$ cat src/rtl/stopwatch_timer.sv
// ---------------------------------------------------------------------------
// stopwatch_timer
//
// Stopwatch core. A prescaler divides the system clock into a tick every
// DIVIDER cycles. Each tick advances an mm:ss.cc time held in six BCD digits.
// A small control FSM provides start/stop, lap-freeze and clear, and a sticky
// flag records a wrap past 59:59.99.
//
// Optional feature macro: STOPWATCH_LAP_EN
//   defined   : the LAP state, the snapshot registers and lap_active are built.
//   undefined : lap is ignored, lap_active is tied low and the digit outputs
//               always show the live time.
//
// Parameters
//   DIVIDER        clock cycles per tick (>= 2)
//   COUNTER_WIDTH  prescaler width, 2**COUNTER_WIDTH >= DIVIDER
//
// Ports
//   clock          system clock, rising edge
//   reset_n        asynchronous active-low reset
//   start_stop     one-cycle pulse, toggles run/stop
//   lap            one-cycle pulse, freezes/releases the display
//   clear          one-cycle pulse, returns to IDLE with zero time
//   min_higher .. ms_lower   displayed BCD digits
//   running        high while counting (RUNNING or LAP)
//   lap_active     high in LAP
//   overflow       sticky, set when the time wraps past 59:59.99
// ---------------------------------------------------------------------------
module stopwatch_timer #(
    parameter int DIVIDER       = 500000,
    parameter int COUNTER_WIDTH = 19
) (
    input  logic       clock,
    input  logic       reset_n,
    input  logic       start_stop,
    input  logic       lap,
    input  logic       clear,
    output logic [3:0] min_higher,
    output logic [3:0] min_lower,
    output logic [3:0] s_higher,
    output logic [3:0] s_lower,
    output logic [3:0] ms_higher,
    output logic [3:0] ms_lower,
    output logic       running,
    output logic       lap_active,
    output logic       overflow
);

    // Bit 0 of the state encoding means "counting". This lets running come
    // straight from a flop.
    localparam logic [1:0] ST_IDLE    = 2'b00;
    localparam logic [1:0] ST_RUNNING = 2'b01;
    localparam logic [1:0] ST_STOPPED = 2'b10;
`ifdef STOPWATCH_LAP_EN
    localparam logic [1:0] ST_LAP     = 2'b11;
`endif

    localparam logic [COUNTER_WIDTH-1:0] PRESCALE_MAX = COUNTER_WIDTH'(DIVIDER - 1);

    logic [1:0]               state_q, state_d;
    logic [COUNTER_WIDTH-1:0] prescaler_q, prescaler_d;
    // Live time packed as {min_h, min_l, s_h, s_l, ms_h, ms_l}.
    logic [23:0]              live_q, live_d;
    logic                     overflow_q, overflow_d;
    logic [23:0]              live_inc;
    logic                     wrap;
    logic                     counting;
    logic                     tick;
    logic [23:0]              display;

    assign counting = state_q[0];
    assign tick     = counting && (prescaler_q == PRESCALE_MAX);

    // Control FSM. clear beats start_stop, and start_stop beats lap. A lap
    // pulse that arrives together with start_stop is therefore dropped.
    always_comb begin
        state_d = state_q;
        if (clear) begin
            state_d = ST_IDLE;
        end else if (start_stop) begin
            case (state_q)
                ST_IDLE:    state_d = ST_RUNNING;
                ST_RUNNING: state_d = ST_STOPPED;
                ST_STOPPED: state_d = ST_RUNNING;
                default:    state_d = ST_STOPPED;
            endcase
`ifdef STOPWATCH_LAP_EN
        end else if (lap) begin
            if (state_q == ST_RUNNING) begin
                state_d = ST_LAP;
            end else if (state_q == ST_LAP) begin
                state_d = ST_RUNNING;
            end
`endif
        end
    end

    // The prescaler holds while stopped. A resume therefore finishes the
    // partial tick that was in progress, and no cycles are lost or gained.
    always_comb begin
        prescaler_d = prescaler_q;
        if (clear) begin
            prescaler_d = '0;
        end else if (tick) begin
            prescaler_d = '0;
        end else if (counting) begin
            prescaler_d = prescaler_q + COUNTER_WIDTH'(1);
        end
    end

    // Mixed-radix increment. A digit carries only when it is at its limit.
    // The >= compare keeps the counter self-correcting.
    always_comb begin
        live_inc = live_q;
        wrap     = 1'b0;
        if (live_q[3:0] >= 4'd9) begin
            live_inc[3:0] = 4'd0;
            if (live_q[7:4] >= 4'd9) begin
                live_inc[7:4] = 4'd0;
                if (live_q[11:8] >= 4'd9) begin
                    live_inc[11:8] = 4'd0;
                    if (live_q[15:12] >= 4'd5) begin
                        live_inc[15:12] = 4'd0;
                        if (live_q[19:16] >= 4'd9) begin
                            live_inc[19:16] = 4'd0;
                            if (live_q[23:20] >= 4'd5) begin
                                live_inc[23:20] = 4'd0;
                                wrap            = 1'b1;
                            end else begin
                                live_inc[23:20] = live_q[23:20] + 4'd1;
                            end
                        end else begin
                            live_inc[19:16] = live_q[19:16] + 4'd1;
                        end
                    end else begin
                        live_inc[15:12] = live_q[15:12] + 4'd1;
                    end
                end else begin
                    live_inc[11:8] = live_q[11:8] + 4'd1;
                end
            end else begin
                live_inc[7:4] = live_q[7:4] + 4'd1;
            end
        end else begin
            live_inc[3:0] = live_q[3:0] + 4'd1;
        end
    end

    always_comb begin
        live_d     = live_q;
        overflow_d = overflow_q;
        if (clear) begin
            live_d     = '0;
            overflow_d = 1'b0;
        end else if (tick) begin
            live_d = live_inc;
            if (wrap) begin
                overflow_d = 1'b1;
            end
        end
    end

`ifdef STOPWATCH_LAP_EN
    logic [23:0] snap_q, snap_d;

    // The snapshot is taken from live_q, which is the value before any tick
    // on the same edge.
    always_comb begin
        snap_d = snap_q;
        if (clear) begin
            snap_d = '0;
        end else if ((state_q == ST_RUNNING) && (state_d == ST_LAP)) begin
            snap_d = live_q;
        end
    end

    always_ff @(posedge clock or negedge reset_n) begin
        if (!reset_n) begin
            snap_q <= '0;
        end else begin
            snap_q <= snap_d;
        end
    end

    assign lap_active = (state_q == ST_LAP);
    assign display    = lap_active ? snap_q : live_q;
`else
    logic unused_lap;
    assign unused_lap = lap;
    assign lap_active = 1'b0;
    assign display    = live_q;
`endif

    always_ff @(posedge clock or negedge reset_n) begin
        if (!reset_n) begin
            state_q     <= ST_IDLE;
            prescaler_q <= '0;
            live_q      <= '0;
            overflow_q  <= 1'b0;
        end else begin
            state_q     <= state_d;
            prescaler_q <= prescaler_d;
            live_q      <= live_d;
            overflow_q  <= overflow_d;
        end
    end

    assign running    = counting;
    assign overflow   = overflow_q;
    assign min_higher = display[23:20];
    assign min_lower  = display[19:16];
    assign s_higher   = display[15:12];
    assign s_lower    = display[11:8];
    assign ms_higher  = display[7:4];
    assign ms_lower   = display[3:0];

endmodule

$ cat config.mk
export PLATFORM = sky130hd
export DESIGN_NAME = stopwatch_timer
export DESIGN_NICKNAME = d
export VERILOG_FILES = /design/src/rtl/stopwatch_timer.sv
export SDC_FILE = /design/constraint.sdc
export NUM_CORES = 1
export LEC_CHECK = 0
export ABC_AREA = 1
export CAP_MARGIN = 20
export CELL_PAD_IN_SITES_DETAIL_PLACEMENT = 1
export CELL_PAD_IN_SITES_GLOBAL_PLACEMENT = 2
export CORE_ASPECT_RATIO = 1.75
export CORE_MARGIN = 2
export CORE_UTILIZATION = 35
export DETAILED_ROUTE_END_ITERATION = 10
export PLACE_DENSITY = 0.85
export SYNTH_ARGS = -nofsm -noshare
export SYNTH_HDL_FRONTEND = slang
export SYNTH_SLANG_ARGS = --single-unit
$ cat constraint.sdc
create_clock -name clock -period 2.56 [get_ports clock]
set_input_delay 0.384 -clock clock [delete_from_list [all_inputs] [get_ports clock]]
set_output_delay 0.384 -clock clock [all_outputs]
set_load 0.01 [all_outputs]
Yosys cells after proc, flatten, opt, wreduce, memory -nomap -nowiden

Index checks and enable logic that the tools add are counted.

Bits in registers: 46
Logic and storage cells: 70

$add $sub $neg: 7
$lt $le $gt $ge: 6
Equality and inequality tests: 2
Mux-type cells: 28
Reductions and logical operators: 18

Operators by type and width:

| kind                                                | count |
|---|---|
| two-way mux 19 bit                                  | 3 |
| two-way mux 24 bit                                  | 2 |
| two-way mux 4 bit                                   | 7 |
| adder 4 x 1 -> 4 bit, second input constant         | 6 |
| two-way mux 20 bit                                  | 1 |
| adder 19 x 1 -> 19 bit, second input constant       | 1 |
| equality test 19 bit, second input constant         | 1 |
| >= comparator 4 bit, second input constant          | 4 |
| two-way mux 16 bit                                  | 1 |
| nonzero test 2 bit                                  | 8 |
| two-way mux 12 bit                                  | 1 |
| two-way mux 1 bit                                   | 9 |
| >= comparator 4 x 3 -> 1 bit, second input constant | 2 |
| two-way mux 8 bit                                   | 1 |
| two-way mux 2 bit                                   | 3 |
| AND reduction 6 bit                                 | 1 |
| AND reduction 5 bit                                 | 1 |
| AND reduction 2 bit                                 | 2 |
| AND reduction 4 bit                                 | 1 |
| AND reduction 3 bit                                 | 1 |
| nonzero test 3 bit                                  | 1 |
| equality test 2 bit, second input constant          | 1 |
| logical NOT 2 bit                                   | 1 |
| OR reduction 2 bit                                  | 1 |
| logical AND 1 bit                                   | 1 |

Logic depth before layout (Yosys ltp)

Depth after elaboration: 10
Gate-level depth with buffers: 11
Mapped depth without buffers: 11

Worst setup path before layout

No wires, ideal clock.

Path type: register -> register
Start: register live_q[0] (netlist: display[0])
End: register live_q[12] (netlist: display[12])
Arrival time: 1445 ps
Data required time: 2443 ps
Slack: 998 ps
Stages on the path, launching flop included: 11
Buffers on the path: 0
Clock period less this slack: 1562 ps
Cells stage by stage: dfrtp_1 inv_1 ha_1 nand3_1 nand2_1 nand2_2 nand2_1 inv_1 nand3_1 nand2_1 nand2_1

Cells in the longest elaborated chain, start to end: 3

Ends and longest elaborated chain:

| what                          | line | text |
|---|---|---|
| start, declared               | 63   | `logic [23:0] live_q, live_d;` |
| start signal, assigned        | 203  | `live_q <= live_d;` |
| >= comparator 4 bit           | 116  | `if (live_q[3:0] >= 4'd9) begin` |
| nonzero test 2 bit (no line)  | --   |  |
| AND reduction 4 bit (no line) | --   |  |

No other way between the ends.
A chain may end at the register's enable or synchronous reset.

Final worst setup path

Start: input clear
End: register live_q[23] (netlist: display[23])

Cells in the longest elaborated chain, start to end: 2
Elaborated cells on any way between the ends: 8

Ends and longest elaborated chain:

| what                          | line | text |
|---|---|---|
| start, declared               | 37   | `input logic clear,` |
| nonzero test 2 bit (no line)  | --   |  |
| AND reduction 6 bit (no line) | --   |  |

Parallel ways exist; a longest one is shown, timed or not.

==> metrics.md <==
| Metric | Value |
|---|---|
| Status | complete, no violations |
| First-pass GRT wire length | 13.1 mm |
| Clk pin slew, worst setup/hold paths | 70 ps |
| Final GP Congestion | 0.761 |
| Vias/cell | 5.04 |
| Mapped Avg Cell Area | 7.37 um^2 |
| IO Port Bufs | 29 |
| Worst-path maximum fanout | 13 |
| Clock latency on the worst-skew pair | 290 ps |
| DRT Pass-1 Iters | 4 |
| Row count | 43 |
| Slew @ Worst Pin | 617 ps |
| Post-synth EDFFs | 0 |
| Synth Instances | 384 |
| Top FF cell, synth | dfrtp_1 |
| DP Wirelength | 5.66 mm |
| Final core utilization | 42.6% |
| Final hold viol count | 0 |
| # hold bufs at CTS | 0 |
| Initial antenna violation count | 0 |
| Die ar. | 8850 um^2 |
| # IOs | 32 |
| Width of the die | 72.0 um |
| Area delta synth->final | 18.9% |
| Post-cts sizing count | 0 |
| Most common cell in the netlist | nand2_1 |
| Largest net degree at the start of global routing | 46 |
| CTS max path bufs | 2 |
| Maximum achievable frequency | 0.516 GHz |
| Crit-path slowest cell | clkdlybuf4s50_1 |
| Slowest cell delay on critical path | 680 ps |
| TritonCTS Buffers | 5 |
| Vias in the first global route | 2,812 |
| Yosys top cell by area | dfrtp_1 |
| Synthesis-stage register bit count | 45 |
| Arrival @ worst endpoint | 2120 ps |
| Synth top cells by count | nand2_1 (105), nor2_1 (55), inv_1 (48) |
| DIE HEIGHT | 123 um |
| Final Total Pwr | 1.94 mW |
| Final Cycle Share | 75.7% |
| Worst-path cell chain | clkdlybuf4s50_1, inv_2, nand2_2, nand2_1, nor2_2, nand3_1, nand2_1, nand2_1 |
| Maxcap violations | 0 |
| Top-area cell type share of the netlist area | 39.8% |
| Ant. Diodes | 0 |
| Initial Util | 35.8% |
| Critical path launch point type | input pin |
| Library cells used by synthesis | 25 |
| Synth top area cells | dfrtp_1 (40%), nand2_1 (14%), ha_1 (8.4%) |
| Setup Buffers After CTS | 0 |
| Post-Route WL | 7.49 mm |
| Final setup fails | 0 |
| Synth Warn # | 0 |
| Setup Total Neg Slack | 0 ps |
| Max Slew Vio Count | 0 |
| Most used cell, CP | nand2_1 |
| Skew final | 6.11 ps |
| H-tree Lvls | 2 |
| Total track usage | 19.0% |
| Syn Nets | 408 |
| WP buf/inv | 2 |
| Root Buffer | clkbuf_16 |
| Delay-heaviest family, CP | buffers and inverters |
| Nets@finish | 442 |
| Fin crit period | 1940 ps |
| Power Dens Cells | 575 nW/um^2 |
| Rel. slew slack | 58.9% |
| Share of post-route cells with drive strength above 1 | 6.44% |
| CTS tree | yes |
| DRT iter0 DRCs | 66 |
| Setup crit end kind | flip-flop |
| DRC | 0 |
| Post-route ant nets | 0 |
| Core Area | 7910 um^2 |
| DR WL/cell | 14.7 um |
| Grt ovf | 0 |
| Maximum VDD drop | 0.372 mV |
| Pleak | 1.55 nW |
| Critical Path RT | 2740 ps |
| Min-Delay Path Class | input pin to asynchronous set/reset pin |
| Unrepaired setup endpoints after global routing | no |
| Register area share after synthesis | 39.8% |
| Crit Path Category | input pin to flip-flop |
| Mapped Area | 2830 um^2 |
| Async S/R FF share, synth | 100% |
| TritonCTS Sinks | 45 |
| Routed via count | 2,566 |
| Hold WS | 201 ps |
-- flip-flops by register name, summed over array words and instances, names as in the netlist --
signal and cells:
display 24, overflow 1, state_q 1, prescaler_q 19
-- logic make-up (layout without fill, tap and decap cells) --
kind of cell,after synthesis,in the layout,synth area share [%]
buffers and inverters,55,90,8.27
AND/OR/NAND/NOR,216,216,32.8
XOR/XNOR,16,16,4.95
AO/OA/AOI/OAI,32,32,5.70
flip-flops,45,45,39.8
other,1,1,0.132
adder cells (fa/ha/maj),19,19,8.40
-- power breakdown --
part           total, mW  internal (mW)  switching [mW]
Clock              0.694          0.414           0.280
Sequential         0.847          0.767          0.0794
Combinational      0.395          0.178           0.218
-- routing by layer --
metal | GRT usage (%) | part of all wire (%)
met5 | 0 | 0
met4 | 8.25 | 2.9
met3 | 2.93 | 2.1
met2 | 38.1 | 59
met1 | 18.4 | 36
-- final timing paths --
kind,depth (start not counted),slack (ps),to,startpoint
worst min register to register,2,510,display[23]$_DFFE_PN0P_,display[23]$_DFFE_PN0P_
max in group asynchronous,2,1950,prescaler_q[9]$_DFFE_PN0P_,reset_n
worst max register to register,8,730,prescaler_q[11]$_DFFE_PN0P_,prescaler_q[11]$_DFFE_PN0P_
min in group clock,2,510,display[23]$_DFFE_PN0P_,display[23]$_DFFE_PN0P_
worst max-delay path,8,620,display[23]$_DFFE_PN0P_,clear
worst min-delay path,2,200,display[4]$_DFFE_PN0P_,reset_n
-- through the flow --
| stage | instances | cell area (um^2) | setup WS (ps) |
|---|---|---|---|
| 6_report | 509 | 3370 | 623 |
| 5_1_grt | 509 | 3370 | 383 |
| 4_1_cts | 509 | 3370 | 597 |
| 3_5_place_dp | 501 | 3210 | 288 |
| 3_3_place_gp | 501 | 3210 | 290 |
| 2_1_floorplan | 384 | 2830 | 998 |
-- final cells by class --
type                       count  area, um^2
tap                           90         113
sequential                    45        1130
fill                         996        4540
clock inverter                 1        5.00
multi-input combinational    284        1470
clock buffer                   7         153
timing repair buffer          33         315
inverter                      49         184
-- layout by cell type (no fill, tap or decap), types with 2 or more instances in the layout --
cell type / netlist / routed
nand2_1: 105 / 105
nor2_1: 55 / 55
inv_1: 48 / 48
dfrtp_1: 45 / 45
clkdlybuf4s50_1: 0 / 28
nand3_1: 23 / 23
o21ai_0: 19 / 19
ha_1: 19 / 19
nand4_1: 10 / 10
xor2_1: 9 / 9
nor3_1: 8 / 8
a21oi_1: 8 / 8
xnor2_1: 7 / 7
nand2_2: 5 / 5
clkbuf_16: 0 / 5
o21ai_1: 4 / 4
buf_4: 3 / 4
nor2_2: 3 / 3
nand3_2: 2 / 2
nor3b_1: 2 / 2
or2_2: 2 / 2
clkbuf_8: 0 / 2
-- worst register-to-register path, delay by kind of cell, from the launching register on --
family                 cells  cell delay, ps
DFF                        1             450
AOI/OAI and AO/OA          1             130
and+or+nand+nor            6             920
buffers and inverters      1             210
No activity file was read; power rests on OpenSTA's default activity.
